### src/rtl/cbus_arbiter_rr_pkg.sv
// Shared types and constants for the cached-bus arbiter and its picker.
// Provides the address/request/response payloads, the arbiter state encoding
// and the priority-mode selector values.
package cbus_arbiter_rr_pkg;

  localparam int unsigned ADDR_W = 32;
  localparam int unsigned DATA_W = 32;
  localparam int unsigned LEN_W  = 4;

  // Priority mode selector values for ARB_MODE / MODE parameters
  localparam int unsigned ARB_FIXED = 0;
  localparam int unsigned ARB_RR    = 1;

  typedef logic [ADDR_W-1:0] addr_t;

  typedef enum logic [1:0] {
    IDLE,
    XLATE,
    ISSUE,
    FAULT
  } arb_state_t;

  typedef struct packed {
    logic              valid;
    logic              we;
    logic [LEN_W-1:0]  len;
    addr_t             addr;
    logic [DATA_W-1:0] wdata;
  } cbus_req_t;

  typedef struct packed {
    logic              ready;
    logic              last;
    logic [DATA_W-1:0] data;
  } cbus_resp_t;

endpackage

### src/rtl/cbus_arbiter_rr_picker.sv
// Combinational requester picker (the rr_picker block).
// Ports: valid  - one request bit per requester
//        rr_ptr - round-robin start index (ignored in fixed mode)
//        any    - at least one requester is valid
//        idx    - chosen requester
// MODE = ARB_FIXED picks the lowest valid index; MODE = ARB_RR picks the first
// valid index at or above rr_ptr, wrapping modulo NUM_INPUTS.
module cbus_arbiter_rr_picker
  import cbus_arbiter_rr_pkg::*;
#(
  parameter int unsigned NUM_INPUTS = 2,
  parameter int unsigned MODE       = ARB_RR,
  localparam int unsigned IDX_W     = (NUM_INPUTS > 1) ? $clog2(NUM_INPUTS) : 1
) (
  input  logic [NUM_INPUTS-1:0] valid,
  input  logic [IDX_W-1:0]      rr_ptr,
  output logic                  any,
  output logic [IDX_W-1:0]      idx
);

  int unsigned cand;

  // Scan from the start index; first hit wins
  always_comb begin
    any  = 1'b0;
    idx  = '0;
    cand = 0;
    for (int k = 0; k < NUM_INPUTS; k++) begin
      if (MODE == ARB_RR) begin
        cand = 32'(rr_ptr) + 32'(k);
        if (cand >= NUM_INPUTS) begin
          cand = cand - NUM_INPUTS;
        end
      end else begin
        cand = 32'(k);
      end
      if (!any && valid[cand]) begin
        any = 1'b1;
        idx = IDX_W'(cand);
      end
    end
  end

endmodule

### src/rtl/cbus_arbiter_rr.sv
// N-input arbiter onto the cached-bus master port with fixed or round-robin
// priority, optional address translation handshake, fault return and abort of
// requests withdrawn during translation.
// Ports: clk, reset (sync, active-high)
//        ireqs/iresps   - requester side (one slot per input)
//        oreq/oresp     - memory-side cbus
//        xlat_en        - translation enabled, sampled in IDLE only
//        tr_req/tr_vaddr/tr_done/tr_paddr/tr_fault - walker handshake
//        fault          - one-cycle fault pulse per requester
//        grant_idx      - current owner, valid when not IDLE
// Optional: define CBUS_ARB_STATS_EN to add grant_cnt / fault_cnt counters.
module cbus_arbiter_rr
  import cbus_arbiter_rr_pkg::*;
#(
  parameter int unsigned NUM_INPUTS = 2,
  parameter int unsigned ARB_MODE   = ARB_RR,
  localparam int unsigned IDX_W     = (NUM_INPUTS > 1) ? $clog2(NUM_INPUTS) : 1
) (
  input  logic                         clk,
  input  logic                         reset,
  input  cbus_req_t  [NUM_INPUTS-1:0]  ireqs,
  output cbus_resp_t [NUM_INPUTS-1:0]  iresps,
  output cbus_req_t                    oreq,
  input  cbus_resp_t                   oresp,
  input  logic                         xlat_en,
  output logic                         tr_req,
  output addr_t                        tr_vaddr,
  input  logic                         tr_done,
  input  addr_t                        tr_paddr,
  input  logic                         tr_fault,
  output logic [NUM_INPUTS-1:0]        fault,
  output logic [IDX_W-1:0]             grant_idx
`ifdef CBUS_ARB_STATS_EN
  ,
  output logic [NUM_INPUTS-1:0][31:0]  grant_cnt,
  output logic [31:0]                  fault_cnt
`endif
);

  arb_state_t              state;
  logic [IDX_W-1:0]        idx;
  logic [IDX_W-1:0]        rr_ptr;
  addr_t                   paddr_q;

  logic [NUM_INPUTS-1:0]   valid_vec;
  logic                    pick_any;
  logic [IDX_W-1:0]        pick_idx;
  logic [IDX_W-1:0]        idx_inc;
  logic [IDX_W-1:0]        rr_next;

  always_comb begin
    for (int i = 0; i < NUM_INPUTS; i++) begin
      valid_vec[i] = ireqs[i].valid;
    end
  end

  cbus_arbiter_rr_picker #(
    .NUM_INPUTS (NUM_INPUTS),
    .MODE       (ARB_MODE)
  ) u_picker (
    .valid  (valid_vec),
    .rr_ptr (rr_ptr),
    .any    (pick_any),
    .idx    (pick_idx)
  );

  // Pointer moves past the finishing owner only in round-robin mode
  always_comb begin
    idx_inc = (idx == IDX_W'(NUM_INPUTS - 1)) ? '0 : idx + IDX_W'(1);
    rr_next = (ARB_MODE == ARB_RR) ? idx_inc : rr_ptr;
  end

  // Arbitration FSM with registered tr_req / fault
  always_ff @(posedge clk) begin
    if (reset) begin
      state   <= IDLE;
      idx     <= '0;
      rr_ptr  <= '0;
      paddr_q <= '0;
      tr_req  <= 1'b0;
      fault   <= '0;
    end else begin
      fault <= '0;
      case (state)
        IDLE: begin
          if (pick_any) begin
            idx <= pick_idx;
            if (xlat_en) begin
              state  <= XLATE;
              tr_req <= 1'b1;
            end else begin
              state   <= ISSUE;
              paddr_q <= ireqs[pick_idx].addr;
            end
          end
        end
        XLATE: begin
          // Withdrawal wins over a same-cycle completion; late tr_done is dropped in IDLE
          if (!ireqs[idx].valid) begin
            state  <= IDLE;
            tr_req <= 1'b0;
          end else if (tr_done) begin
            tr_req <= 1'b0;
            if (tr_fault) begin
              state      <= FAULT;
              fault[idx] <= 1'b1;
            end else begin
              state   <= ISSUE;
              paddr_q <= tr_paddr;
            end
          end
        end
        ISSUE: begin
          if (oresp.ready && oresp.last) begin
            state  <= IDLE;
            rr_ptr <= rr_next;
          end
        end
        FAULT: begin
          state  <= IDLE;
          rr_ptr <= rr_next;
        end
        default: state <= IDLE;
      endcase
    end
  end

  // Bus steering decoded from the registered state
  always_comb begin
    oreq     = '0;
    iresps   = '0;
    tr_vaddr = '0;
    case (state)
      XLATE: tr_vaddr = ireqs[idx].addr;
      ISSUE: begin
        oreq        = ireqs[idx];
        oreq.addr   = paddr_q;
        oreq.valid  = 1'b1;
        iresps[idx] = oresp;
      end
      FAULT: begin
        iresps[idx].ready = 1'b1;
        iresps[idx].last  = 1'b1;
      end
      default: ;
    endcase
  end

  assign grant_idx = idx;

`ifdef CBUS_ARB_STATS_EN
  // Saturating per-owner completion and fault counters
  always_ff @(posedge clk) begin
    if (reset) begin
      grant_cnt <= '0;
      fault_cnt <= '0;
    end else begin
      if (state == ISSUE && oresp.ready && oresp.last && grant_cnt[idx] != '1) begin
        grant_cnt[idx] <= grant_cnt[idx] + 32'd1;
      end
      if (state == FAULT && fault_cnt != '1) begin
        fault_cnt <= fault_cnt + 32'd1;
      end
    end
  end
`endif

endmodule
### config.mk
export PLATFORM = sky130hd
export DESIGN_NAME = cbus_arbiter_rr
export DESIGN_NICKNAME = d
export VERILOG_FILES = /design/src/rtl/cbus_arbiter_rr_pkg.sv /design/src/rtl/cbus_arbiter_rr_picker.sv /design/src/rtl/cbus_arbiter_rr.sv
export SDC_FILE = /design/constraint.sdc
export NUM_CORES = 1
export LEC_CHECK = 0
export CAP_MARGIN = 5
export CORE_AREA = 2 2 149 151
export CTS_CLUSTER_DIAMETER = 200
export DETAILED_ROUTE_END_ITERATION = 8
export DIE_AREA = 0 0 151 153
export PLACE_DENSITY = 0.64
export SYNTH_ARGS = -nofsm -noshare
export SYNTH_HDL_FRONTEND = slang
export SYNTH_SLANG_ARGS = --single-unit
### constraint.sdc
create_clock -name clk -period 1.55 [get_ports clk]
set_input_delay 0.2325 -clock clk [delete_from_list [all_inputs] [get_ports clk]]
set_output_delay 0.2325 -clock clk [all_outputs]
set_load 0.01 [all_outputs]
# --- After elaboration in Yosys (flattened, before gate mapping) ---
# Index checks and enable logic that the tools add are counted.
# W data, S select, Z words.
op_classes:
  n_bitwise: 5
  n_reduce_logical: 13
  order_cmp: 7
  eq_ne: 11
  muxes: 47
  add_sub_neg: 4
ops:
  columns: ["operator", "count"]
  rows:
  - ["$mux W32", 8]
  - ["$mux W70", 3]
  - ["$pmux W68 S2", 1]
  - ["$mux W64", 2]
  - ["$demux W34 S1", 3]
  - ["$and A68 B68 Y68", 1]
  - ["$bwmux W68", 1]
  - ["$mux W34", 2]
  - ["$lt A32 B2 Y1 const B", 2]
  - ["$pmux W32 S2", 1]
  - ["$mux W33", 1]
  - ["$ge A32 B2 Y1 const B", 1]
  - ["$sub A32 B2 Y32 const B", 1]
  - ["$mux W1", 16]
  - ["$ne A2 B2 Y1 const B", 7]
  - ["$mux W2", 5]
  - ["$pmux W2 S4", 1]
  - ["$reduce_and A6 Y1", 1]
  - ["$reduce_or A5 Y1", 1]
  - ["$eq A2 B2 Y1 const B", 2]
  - ["$lt A1 B2 Y1 const B", 2]
  - ["$not A1 Y1", 4]
  - ["$pmux W1 S2", 2]
  - ["$reduce_and A2 Y1", 2]
  - ["other kinds (14)", 17]
totals:
  in_bits: 211
  out_inout_bits: 174
  ff_bits: 39

# --- Longest topological paths before layout ---
depth:
  word_depth: 13
  mapped_depth: 7

# --- Hierarchy ---
# From an unflattened synthesis, not the netlist that was laid out.
unflattened:
  cells_unflattened: 569
  area_unflattened_um2: 4209.0
modules_own_cells:
  columns: ["mod", "n_inst", "cells_each", "area_per_inst_um2", "seq_area_each_um2"]
  rows:
  - ["cbus_arbiter_rr", 1, 566, 4191.5, 780.7]
  - ["cbus_arbiter_rr_picker", 1, 3, 17.5, 0.0]

# --- Worst setup path after synthesis ---
# No wires, ideal clock.
synth_timing:
  path_kind: "flip-flop to output port"
  startpoint: "register idx (netlist: grant_idx)"
  endpoint: "output port iresps[11] in the netlist's numbering"
  setup_slack_ns: -0.019
  path_stages_with_launch: 6
  t_required_ns: 1.317
  arrival_time_ns: 1.336
  cell_sequence: "dfxtp_1 clkbuf_1 inv_1 nand2_1 clkbuf_1 nor2_1"
synth_rtl:
  columns: ["element", "line_no", "text"]
  rows:
  - ["start: declaration", "cbus_arbiter_rr.sv:41", "logic [IDX_W-1:0] idx;"]
  - ["start signal: assignment", "cbus_arbiter_rr.sv:87", "idx <= pick_idx;"]
  - ["end: declaration", "cbus_arbiter_rr.sv:22", "output cbus_resp_t [NUM_INPUTS-1:0] iresps,"]

# --- Final worst setup path ---
layout_timing:
  startpoint: "register idx (netlist: grant_idx)"
  endpoint: "register paddr_q[22]"
layout_via:
  elab_chain_len: 4
layout_rtl:
  columns: ["element", "line_no", "text"]
  rows:
  - ["$mux W70 (2 in a row)", null, null]
  - ["$ne A2 B2 Y1 (no line)", null, null]
  - ["$reduce_and A6 Y1 (no line)", null, null]
  - ["end signal: assignment", "cbus_arbiter_rr.sv:93", "paddr_q <= ireqs[pick_idx].addr;"]
  - ["end signal: assignment", "cbus_arbiter_rr.sv:109", "paddr_q <= tr_paddr;"]
  - ["end: declaration", "cbus_arbiter_rr.sv:43", "addr_t paddr_q;"]
# Every way passes these cells. The select of a mux whose other input is x is not followed.
# A chain may end at the register's enable or synchronous reset.

==> flow_metrics.tcl <==
set metrics [dict create \
    hold_violations 0 \
    nets 1291 \
    slew_headroom_pct 70.7 \
    core_mm2 0.0215 \
    io_pins 385 \
    netlist_instances 570 \
    syn_avg_cell_area_um2 6.88 \
    arrival_ps 1990 \
    first_pass_iters 4 \
    root_buffer "clkbuf_16" \
    power_switching_mw 2.65 \
    postRouteWirelength_mm 25.6 \
    endpoint_kind "register" \
    route.detailed.drc 0 \
    grt_antenna_before_repair 4 \
    final_cell_mix "211 x clkdlybuf4s50_1, 121 x nor2_1, 100 x buf_6" \
    wl_met2_mm 12.9 \
    max_freq_mhz 552 \
    wl_met1_mm 9.92 \
    gp_congestion 0.771 \
    path_clk_slew_ps 60 \
    tritoncts "done" \
    final_cells 1365 \
    portBuffers 384 \
    period_share_pct 117 \
    highest_layer "met4" \
    whs_ps 414 \
    synthToLayoutAreaGrowth_pct 180 \
    insertion_delay_ps 290 \
    post-place-ws_ps -474 \
    grt_overflow 0 \
    die_x_um 151 \
    status "complete, but fails checks" \
    yosys_warnings 0 \
    rsz0062_at_grt "true" \
    synthesis.area_mm2 0.00392 \
    cts-htree-levels 2 \
    start_util_pct 18.2 \
    routed_via_density 4.51 \
    cp.required_ps 1720 \
    yosys_register_bits 39 \
    power_frac_seq_pct 17.0 \
    grt_max_degree 35 \
    synth_nets 781 \
    dp_hpwl_mm 16.8 \
    floorplan.rows 54 \
    final_antenna_net_count 0 \
    cellLeakagePower_nw 4.75 \
    power_frac_comb_pct 66.9 \
    violations "negative setup slack" \
    switching_share_pct 37.3 \
    min_path_type "in -> reg" \
    ctsHoldBuffers 0 \
    die-area_mm2 0.0231 \
    grt_pass1_vias 6116 \
    wl_per_cell_um 18.7 \
    die_h_um 153 \
    cts_num_sinks 39 \
    p_int_mw 4.45 \
    wl_met3_mm 2.08 \
    numCtsBuffers 5 \
    tightest_slew_ps 435 \
    grt_pass1_wl_mm 35.4 \
    ir_worst_vdd_mv 0.497 \
    vias 6151 \
    cp_max_fo 7 \
    dpl.cell_count 1274 \
    slew_violations 0 \
    fillers 1980 \
    p_per_area_mw_per_mm2 647 \
    cts.path.max_buffers 2 \
    layout_setup_ws_ps -263 \
    ys_types 36 \
    period_needed_ps 1810 \
    ys_seq_area_share_pct 19.9 \
    criticalPathCategory "reg -> reg" \
    setup_viol 196 \
    drive_gt1_share_pct 50.0 \
    power.clock.fraction_pct 16.1 \
    grt.total_usage_pct 20.1 \
    clock_skew_ps 6.30 \
    initialDrtViolationCount 185 \
    final_common_cell "clkdlybuf4s50_1" \
    worstSetupStartpointType "register" \
    drv_cap 0 \
]
-- power by group through the flow --
| stage | sequential, mW | combinational, mW | clock, mW |
|---|---|---|---|
| after floorplan | 1.18 | 1.41 | 0 |
| after global placement | 1.21 | 3.34 | 0 |
| after detailed placement | 1.21 | 3.36 | 0 |
| after CTS | 1.19 | 4.15 | 1.18 |
| after global routing | 1.22 | 5.02 | 1.24 |
| final | 1.21 | 4.75 | 1.14 |
-- registers in the layout, summed over array words and instances, names as in the netlist --
name       cells
fault          2
rr_ptr         1
state          2
tr_req         1
grant_idx      1
paddr_q       32
-- what timing repair did --
item                       CTS  global route
pin swaps                   17            83
setup endpoints to repair  204           203
resized for setup          779           279
hold endpoints to repair     0             0
cloned                      19             7
buffers inserted            48            20
-- cell families (layout without fill, tap and decap cells) --
group	count (synthesis)	in the layout	share of synthesized area, %
compound gates	106	106	23.3
buf+inv	59	570	6.99
simple gates	294	294	31.4
other cells	0	4	0
flops	39	39	19.9
mux	72	72	18.4
-- worst max-delay path: stages (launching register included) --
cell       delay [ps]
dfxtp_4           380
buf_6             130
buf_6             110
mux2_4            320
buf_6             130
a22oi_2           110
or2_4             250
clkbuf_16         200
o31ai_2            70
-- area by class of cell --
class	instances	area [µm²]	share of cell area, %
repair buffers	559	5730	52.2
multi-input cells	472	3920	35.7
flip-flops and latches	39	790	7.19
well taps	280	350	3.19
clock buffers	6	150	1.37
inverters	3	21.3	0.194
clock inverters	2	13.8	0.125
diodes	4	10.0	0.0912
-- through the flow --
stage / cell area, µm² / setup TNS, ps / util [%] / power (mW)
after CTS: 9640 / -26000 / 44.8 / 6.53
final: 11000 / -25870 / 51.1 / 7.10
after floorplan: 3920 / -532 / - / 2.60
after detailed placement: 8830 / -43000 / 41.1 / 4.56
after global placement: 8830 / -41230 / 41.1 / 4.55
after global routing: 11000 / -38110 / 51.1 / 7.48
-- worst paths after layout --
check | cells past startpoint | slack (ps) | end | startpoint
setup / recovery | 8 | -260 | paddr_q[22] | grant_idx
hold / removal | 4 | 410 | grant_idx | ireqs[69]
setup reg to reg | 8 | -260 | paddr_q[22] | grant_idx
hold reg to reg | 2 | 460 | paddr_q[19] | paddr_q[19]
-- layer usage --
| metal | up-vias | GRT usage, % |
|---|---|---|
| met4 | 0 | 5.61 |
| li1 | 2966 | - |
| met1 | 2854 | 24.4 |
| met3 | 39 | 4.51 |
| met2 | 292 | 35.2 |
| met5 | - | 0 |
-- synth_stat cells (all sizes together) --
library cell / n / area [µm²]
a21oi: 1 / 5.00
o211ai: 1 / 7.51
nand3: 1 / 5.00
nor3b: 1 / 7.51
a22oi: 1 / 7.51
nor4: 2 / 12.5
a221oi: 1 / 15.0
a32oi: 3 / 26.3
and2: 32 / 200
inv: 3 / 11.3
o31ai: 32 / 390
nand2: 72 / 270
clkbuf: 31 / 116
or3: 2 / 12.5
and4bb: 1 / 12.5
mux2i: 71 / 711
a21o: 1 / 7.51
a21boi: 32 / 240
nor2b: 1 / 6.26
a311oi: 1 / 8.76
nand2b: 3 / 18.8
mux2: 1 / 11.3
or2: 2 / 12.5
nor2: 176 / 661
dfxtp: 39 / 781
nor3: 1 / 10.0
o21ai: 1 / 5.00
a31oi: 32 / 200
buf: 25 / 146
Power figures use the tool's default switching activity.
